**config.mk**
```make
export PLATFORM = sky130hd
export DESIGN_NAME = l1_tag_sram_ctrl
export DESIGN_NICKNAME = d
export VERILOG_FILES = /design/src/rtl/l1_cache_pkg.sv /design/src/rtl/l1_tag_sram_ctrl.sv
export SDC_FILE = /design/constraint.sdc
export NUM_CORES = 1
export LEC_CHECK = 0
export ABC_AREA = 1
export CAP_MARGIN = 20
export CORE_MARGIN = 2
export CORE_UTILIZATION = 37
export CTS_CLUSTER_DIAMETER = 100
export DETAILED_ROUTE_END_ITERATION = 10
export PLACE_DENSITY = 0.86
export SYNTH_ARGS = -nofsm -noshare
export SYNTH_HDL_FRONTEND = slang
export SYNTH_SLANG_ARGS = --single-unit
```
**constraint.sdc**
```tcl
create_clock -name clk -period 2.5 [get_ports clk]
set_input_delay 0.25 -clock clk [delete_from_list [all_inputs] [get_ports clk]]
set_output_delay 0.25 -clock clk [all_outputs]
set_load 0.1 [all_outputs]
```
**src/rtl/l1_cache_pkg.sv**
```systemverilog
// l1_cache_pkg
// Shared L1 cache constants and types: tag array geometry and the
// tag SRAM controller state encoding.
package l1_cache_pkg;

    localparam int L1_TAG_DATA_WIDTH = 19;
    localparam int L1_TAG_ADDR_WIDTH = 8;
    localparam int L1_TAG_DEPTH      = 256;

    typedef enum logic {
        S_INIT = 1'b0,
        S_RUN  = 1'b1
    } tag_state_e;

endpackage : l1_cache_pkg

```
**src/rtl/l1_tag_sram_ctrl.sv**
```systemverilog
// l1_tag_sram_ctrl
// Front end for a dual-port (1W/1R) tag SRAM macro.
// - Clears the whole array after reset.
// - Then accepts write and read requests.
// - Read data is returned with a latency of one cycle.
//
// Optional feature: define L1_TAG_SRAM_BYPASS_EN to forward write data to a
// read of the same address in the same cycle. Without the macro, the read is
// stalled for that cycle instead.
import l1_cache_pkg::*;

module l1_tag_sram_ctrl #(
    parameter int DATA_WIDTH = L1_TAG_DATA_WIDTH,
    parameter int ADDR_WIDTH = L1_TAG_ADDR_WIDTH
) (
    input  logic                  clk,
    input  logic                  rst_n,
    input  logic                  wr_valid,
    output logic                  wr_ready,
    input  logic [ADDR_WIDTH-1:0] wr_addr,
    input  logic [DATA_WIDTH-1:0] wr_data,
    input  logic                  rd_valid,
    output logic                  rd_ready,
    input  logic [ADDR_WIDTH-1:0] rd_addr,
    output logic                  rsp_valid,
    output logic [DATA_WIDTH-1:0] rsp_data,
    output logic                  init_done,
    output logic                  sram_csb0,
    output logic [ADDR_WIDTH-1:0] sram_addr0,
    output logic [DATA_WIDTH-1:0] sram_din0,
    output logic                  sram_csb1,
    output logic [ADDR_WIDTH-1:0] sram_addr1,
    input  logic [DATA_WIDTH-1:0] sram_dout1
);

    tag_state_e            state;
    tag_state_e            state_nxt;
    logic [ADDR_WIDTH-1:0] init_cnt;
    logic                  init_last;
    logic                  collision;
    logic                  rd_fire;
    logic                  rd_pend;

    assign init_last = (init_cnt == '1);
    assign collision = wr_valid && rd_valid && (wr_addr == rd_addr);
    assign init_done = (state == S_RUN);

`ifdef L1_TAG_SRAM_BYPASS_EN
    logic                  rd_bypass;
    logic                  rd_pend_bypass;
    logic [DATA_WIDTH-1:0] bypass_data;

    // A read that collides with a same-cycle write is served from wr_data, not from the array.
    assign rd_bypass = rd_fire && collision;
`endif

    // State register and clear-sweep counter.
    always_ff @(posedge clk) begin
        if (!rst_n) begin
            state    <= S_INIT;
            init_cnt <= '0;
        end else begin
            state <= state_nxt;
            if (state == S_INIT) begin
                init_cnt <= init_cnt + ADDR_WIDTH'(1);
            end
        end
    end

    // Next state, handshakes and SRAM port drive. Both chip selects are held off while reset is low.
    always_comb begin
        state_nxt  = state;
        wr_ready   = 1'b0;
        rd_ready   = 1'b0;
        rd_fire    = 1'b0;
        sram_csb0  = 1'b1;
        sram_addr0 = wr_addr;
        sram_din0  = wr_data;
        sram_csb1  = 1'b1;
        sram_addr1 = rd_addr;
        if (rst_n) begin
            case (state)
                S_INIT: begin
                    sram_csb0  = 1'b0;
                    sram_addr0 = init_cnt;
                    sram_din0  = '0;
                    if (init_last) begin
                        state_nxt = S_RUN;
                    end
                end
                S_RUN: begin
                    wr_ready = 1'b1;
`ifdef L1_TAG_SRAM_BYPASS_EN
                    rd_ready = 1'b1;
`else
                    rd_ready = !collision;
`endif
                    rd_fire = rd_valid && rd_ready;
                    if (wr_valid) begin
                        sram_csb0 = 1'b0;
                    end
`ifdef L1_TAG_SRAM_BYPASS_EN
                    if (rd_fire && !collision) begin
                        sram_csb1 = 1'b0;
                    end
`else
                    if (rd_fire) begin
                        sram_csb1 = 1'b0;
                    end
`endif
                end
                default: begin
                    state_nxt = S_INIT;
                end
            endcase
        end
    end

    // Read response pipeline.
    // - The SRAM output settles after the falling edge that follows capture.
    // - It is therefore registered one edge after the read is accepted.
    always_ff @(posedge clk) begin
        if (!rst_n) begin
            rd_pend   <= 1'b0;
            rsp_valid <= 1'b0;
            rsp_data  <= '0;
`ifdef L1_TAG_SRAM_BYPASS_EN
            rd_pend_bypass <= 1'b0;
            bypass_data    <= '0;
`endif
        end else begin
            rd_pend   <= rd_fire;
            rsp_valid <= rd_pend;
`ifdef L1_TAG_SRAM_BYPASS_EN
            rd_pend_bypass <= rd_bypass;
            if (rd_bypass) begin
                bypass_data <= wr_data;
            end
            if (rd_pend) begin
                rsp_data <= rd_pend_bypass ? bypass_data : sram_dout1;
            end
`else
            if (rd_pend) begin
                rsp_data <= sram_dout1;
            end
`endif
        end
    end

endmodule : l1_tag_sram_ctrl

```
==> impl_results.md <==
- Reg clk slew, reported paths: about 0.060 ns
- Max FO, Critical Path: 3
- Clk root buf: clkbuf_8
- CTS HTree Levels: 2
- TritonCTS clock tree: done
- DPL Wire Length: around 4100 microns
- Post-DR vias/cell: 4.701
- Static leakage: 1.531 nW
- Peak VDD IR: 480.8 uV
- Worst-margin pin slew: 0.4753 ns
- Critical path type: input pin to primary output
- Share of cells above drive strength 1: 28.49%
- DRC violations left: 0
- ANT cells: 0
- RSZ-0062 raised after global routing: false
- Max clock buf depth: 2
- Core area: approximately 4100 sq um
- Required time of the critical path: 2.25 ns
- Largest net degree at the start of global routing: 29
- Peak Freq: roughly 530 MHz
- Most common cell after layout, fill and taps aside: clkdlybuf4s50_1
- Final nets: 423
- Max-slew headroom: 68.12%
- Status: finished clean
- Drt wl/cell: about 12 microns
- Skew final: about 0.0050 ns
- Reg2Reg Depth: 4
- Routed WL: 5180 microns
- Psw: about 0.52 mW
- ANT nets after route: 0
- GRT Util Overall: around 22%
- Initial core utilization: 39.19%
- Maxcap violations: 0
- Sinks on Clock Net: 30
- Pwr Density: 476.4 nW/um^2
- Hold path depth: 2
- Ys Warns: 0
- CP Launch Type: input pin
- Top cell type's share of synthesized area: between 30% and 40%
- Most frequent cells in the layout: clkdlybuf4s50_1 (57), nor2_1 (47), inv_1 (43), nand2_1 (37), buf_4 (33)
- Seq pwr share: 32.4%
- Die W: around 70 microns
- Syn Nets: 312
- Final Hold Viols: 0
- Fill count: approximately 260
- Setup bufs post-CTS: 0
- Cts bufs inserted: 5
- IO Pins: 118
- Crit end category: primary output
- # port buffers: 117
- Final Critical Period: 1.904 ns
- Worst-Skew Late Latency: roughly 0.29 ns
- Avg Inst Size Synth: about 6.3 sq um
- P_int: 0.9836 mW
- Detailed Route Iter0 Violations: between 50 and 60
- Post-synthesis sequential area ratio: 37.77%
- Vias: between 1500 and 2000
- Setup violators final: 0
- Period Utilization, post-route: between 70% and 80%
- HP Class: flop to flop
- Die height: 69.56 microns
- Count of cell types in the netlist: 25
- Post-synthesis cell area: roughly 1600 sq um
- Area contributors post-synth: dfxtp_1 (38%), nor2_1 (16%), inv_1 (10%)
- Drt first pass iters: 4
- PostCTS Resize Cnt: 0
- Cells after Synth: 253
- Worst path arrival time: approximately 1.7 ns
- Antenna violations before repair: 0
- Layout area overhead: 98.98%
- Die area: 4839 sq um
- Switching share of total power: 34.75%
- Vias in the first global route: 1988
- GPL Wtd Cong: 0.8097
- # rows: 23
- Clock share of power: between 30% and 40%
- Hold_buf cts: 0
- Slew Viols, Final: 0
- Comb power frac: between 30 and 40%
- Total negative setup slack: 0 ns
- Flops & latches, synth: 30
- Final Util: 77.98%
- Yosys top cell by area: dfxtp_1
- Overflow after GRT: 0
- First-pass GRT wire length: roughly 9000 microns
## flip-flops by register name, summed over array words and instances, names as in the netlist
name / cells
init_done: 1
rsp_data: 19
init_cnt: 8
rsp_valid: 1
rd_pend: 1
## synth_stat cells
cell      number
a31oi_1        1
buf_2          5
nor2_2         1
clkinv_1       1
a21oi_1        4
nand3_1        3
nand2_2        4
dfxtp_1       30
nand4_1        1
xnor2_1        1
nor2_4         2
nor2_1        67
o21ai_0       32
nor3b_1        1
buf_4          8
o21bai_1       1
clkbuf_1       3
ha_1           1
a22o_1         1
inv_2          1
a21oi_2        1
nand2_1       38
inv_1         43
clkbuf_2       1
nor3_1         2
## logic make-up after synthesis
family	count (synthesis)	synth area share, %
flip-flops	30	37.77
XOR/XNOR	1	0.5508
AO/OA/AOI/OAI	40	13.30
AND/OR/NAND/NOR	119	30.61
buffers and inverters	62	16.99
adder cells (fa/ha/maj)	1	0.7867
## worst max-delay path, stage by stage
cell and delay [ns]:
clkdlybuf4s50_1 0.52, inv_1 0.06, nand2_1 0.05, nand2_1 0.04
nor2_1 0.08, nand3_1 0.14, nor2_1 0.20, nor2_4 0.07
nand2_2 0.08, buf_12 0.17
## power groups by stage
stage / registers (mW) / clock network, mW / logic [mW]
2_1_floorplan: 0.497 / 0 / 0.317
6_report: 0.488 / 0.478 / 0.542
3_5_place_dp: 0.498 / 0 / 0.542
4_1_cts: 0.488 / 0.482 / 0.544
5_1_grt: 0.488 / 0.510 / 0.562
3_3_place_gp: 0.498 / 0 / 0.537
## path summary, 6_finish.rpt
check / from / end / slack (ns)
max: rd_addr[3] / sram_csb1 / 0.60
min reg2reg: init_cnt[4]$_SDFFE_PN0N_ / init_cnt[4]$_SDFFE_PN0N_ / 0.47
max reg2reg: rd_pend$_SDFF_PN0_ / rsp_data[15]$_SDFFE_PN0P_ / 1.14
min: init_cnt[4]$_SDFFE_PN0N_ / init_cnt[4]$_SDFFE_PN0N_ / 0.47
## layout make-up
class / count / area, sq um / share of cell area, %
Multi-Input combinational cell: 161 / 784.5 / 24.79
Inverter: 45 / 168.9 / 5.338
Clock buffer: 5 / 68.82 / 2.175
Tap cell: 50 / 62.56 / 1.977
Timing Repair Buffer: 121 / 1439 / 45.47
Clock inverter: 3 / 40.04 / 1.265
Sequential cell: 30 / 600.6 / 18.98
## metrics by stage
step / area (sq um) / setup slack, ns / total power [mW] / hold WS (ns) / cells
after floorplan: 1655 / -0.4762 / 0.8134 / 0.3622 / 253
after global placement: 3055 / 0.6588 / 1.034 / 0.4592 / 407
after detailed placement: 3055 / 0.5991 / 1.040 / 0.4657 / 407
after CTS: 3164 / 0.5943 / 1.514 / 0.4751 / 415
after global routing: 3164 / 0.4788 / 1.560 / 0.5121 / 415
final: 3164 / 0.5957 / 1.507 / 0.4727 / 415
## routing by layer
| layer | part of all wire (%) | vias up | track usage [%] |
|---|---|---|---|
| met5 | 0 | - | 0 |
| met4 | 3.0 | 0 | 9.804 |
| met3 | 9.9 | 17 | 7.413 |
| met2 | 48 | 106 | 37.82 |
| met1 | 39 | 857 | 25.27 |
| li1 | - | 971 | - |
(Power assumes the default switching activity.)
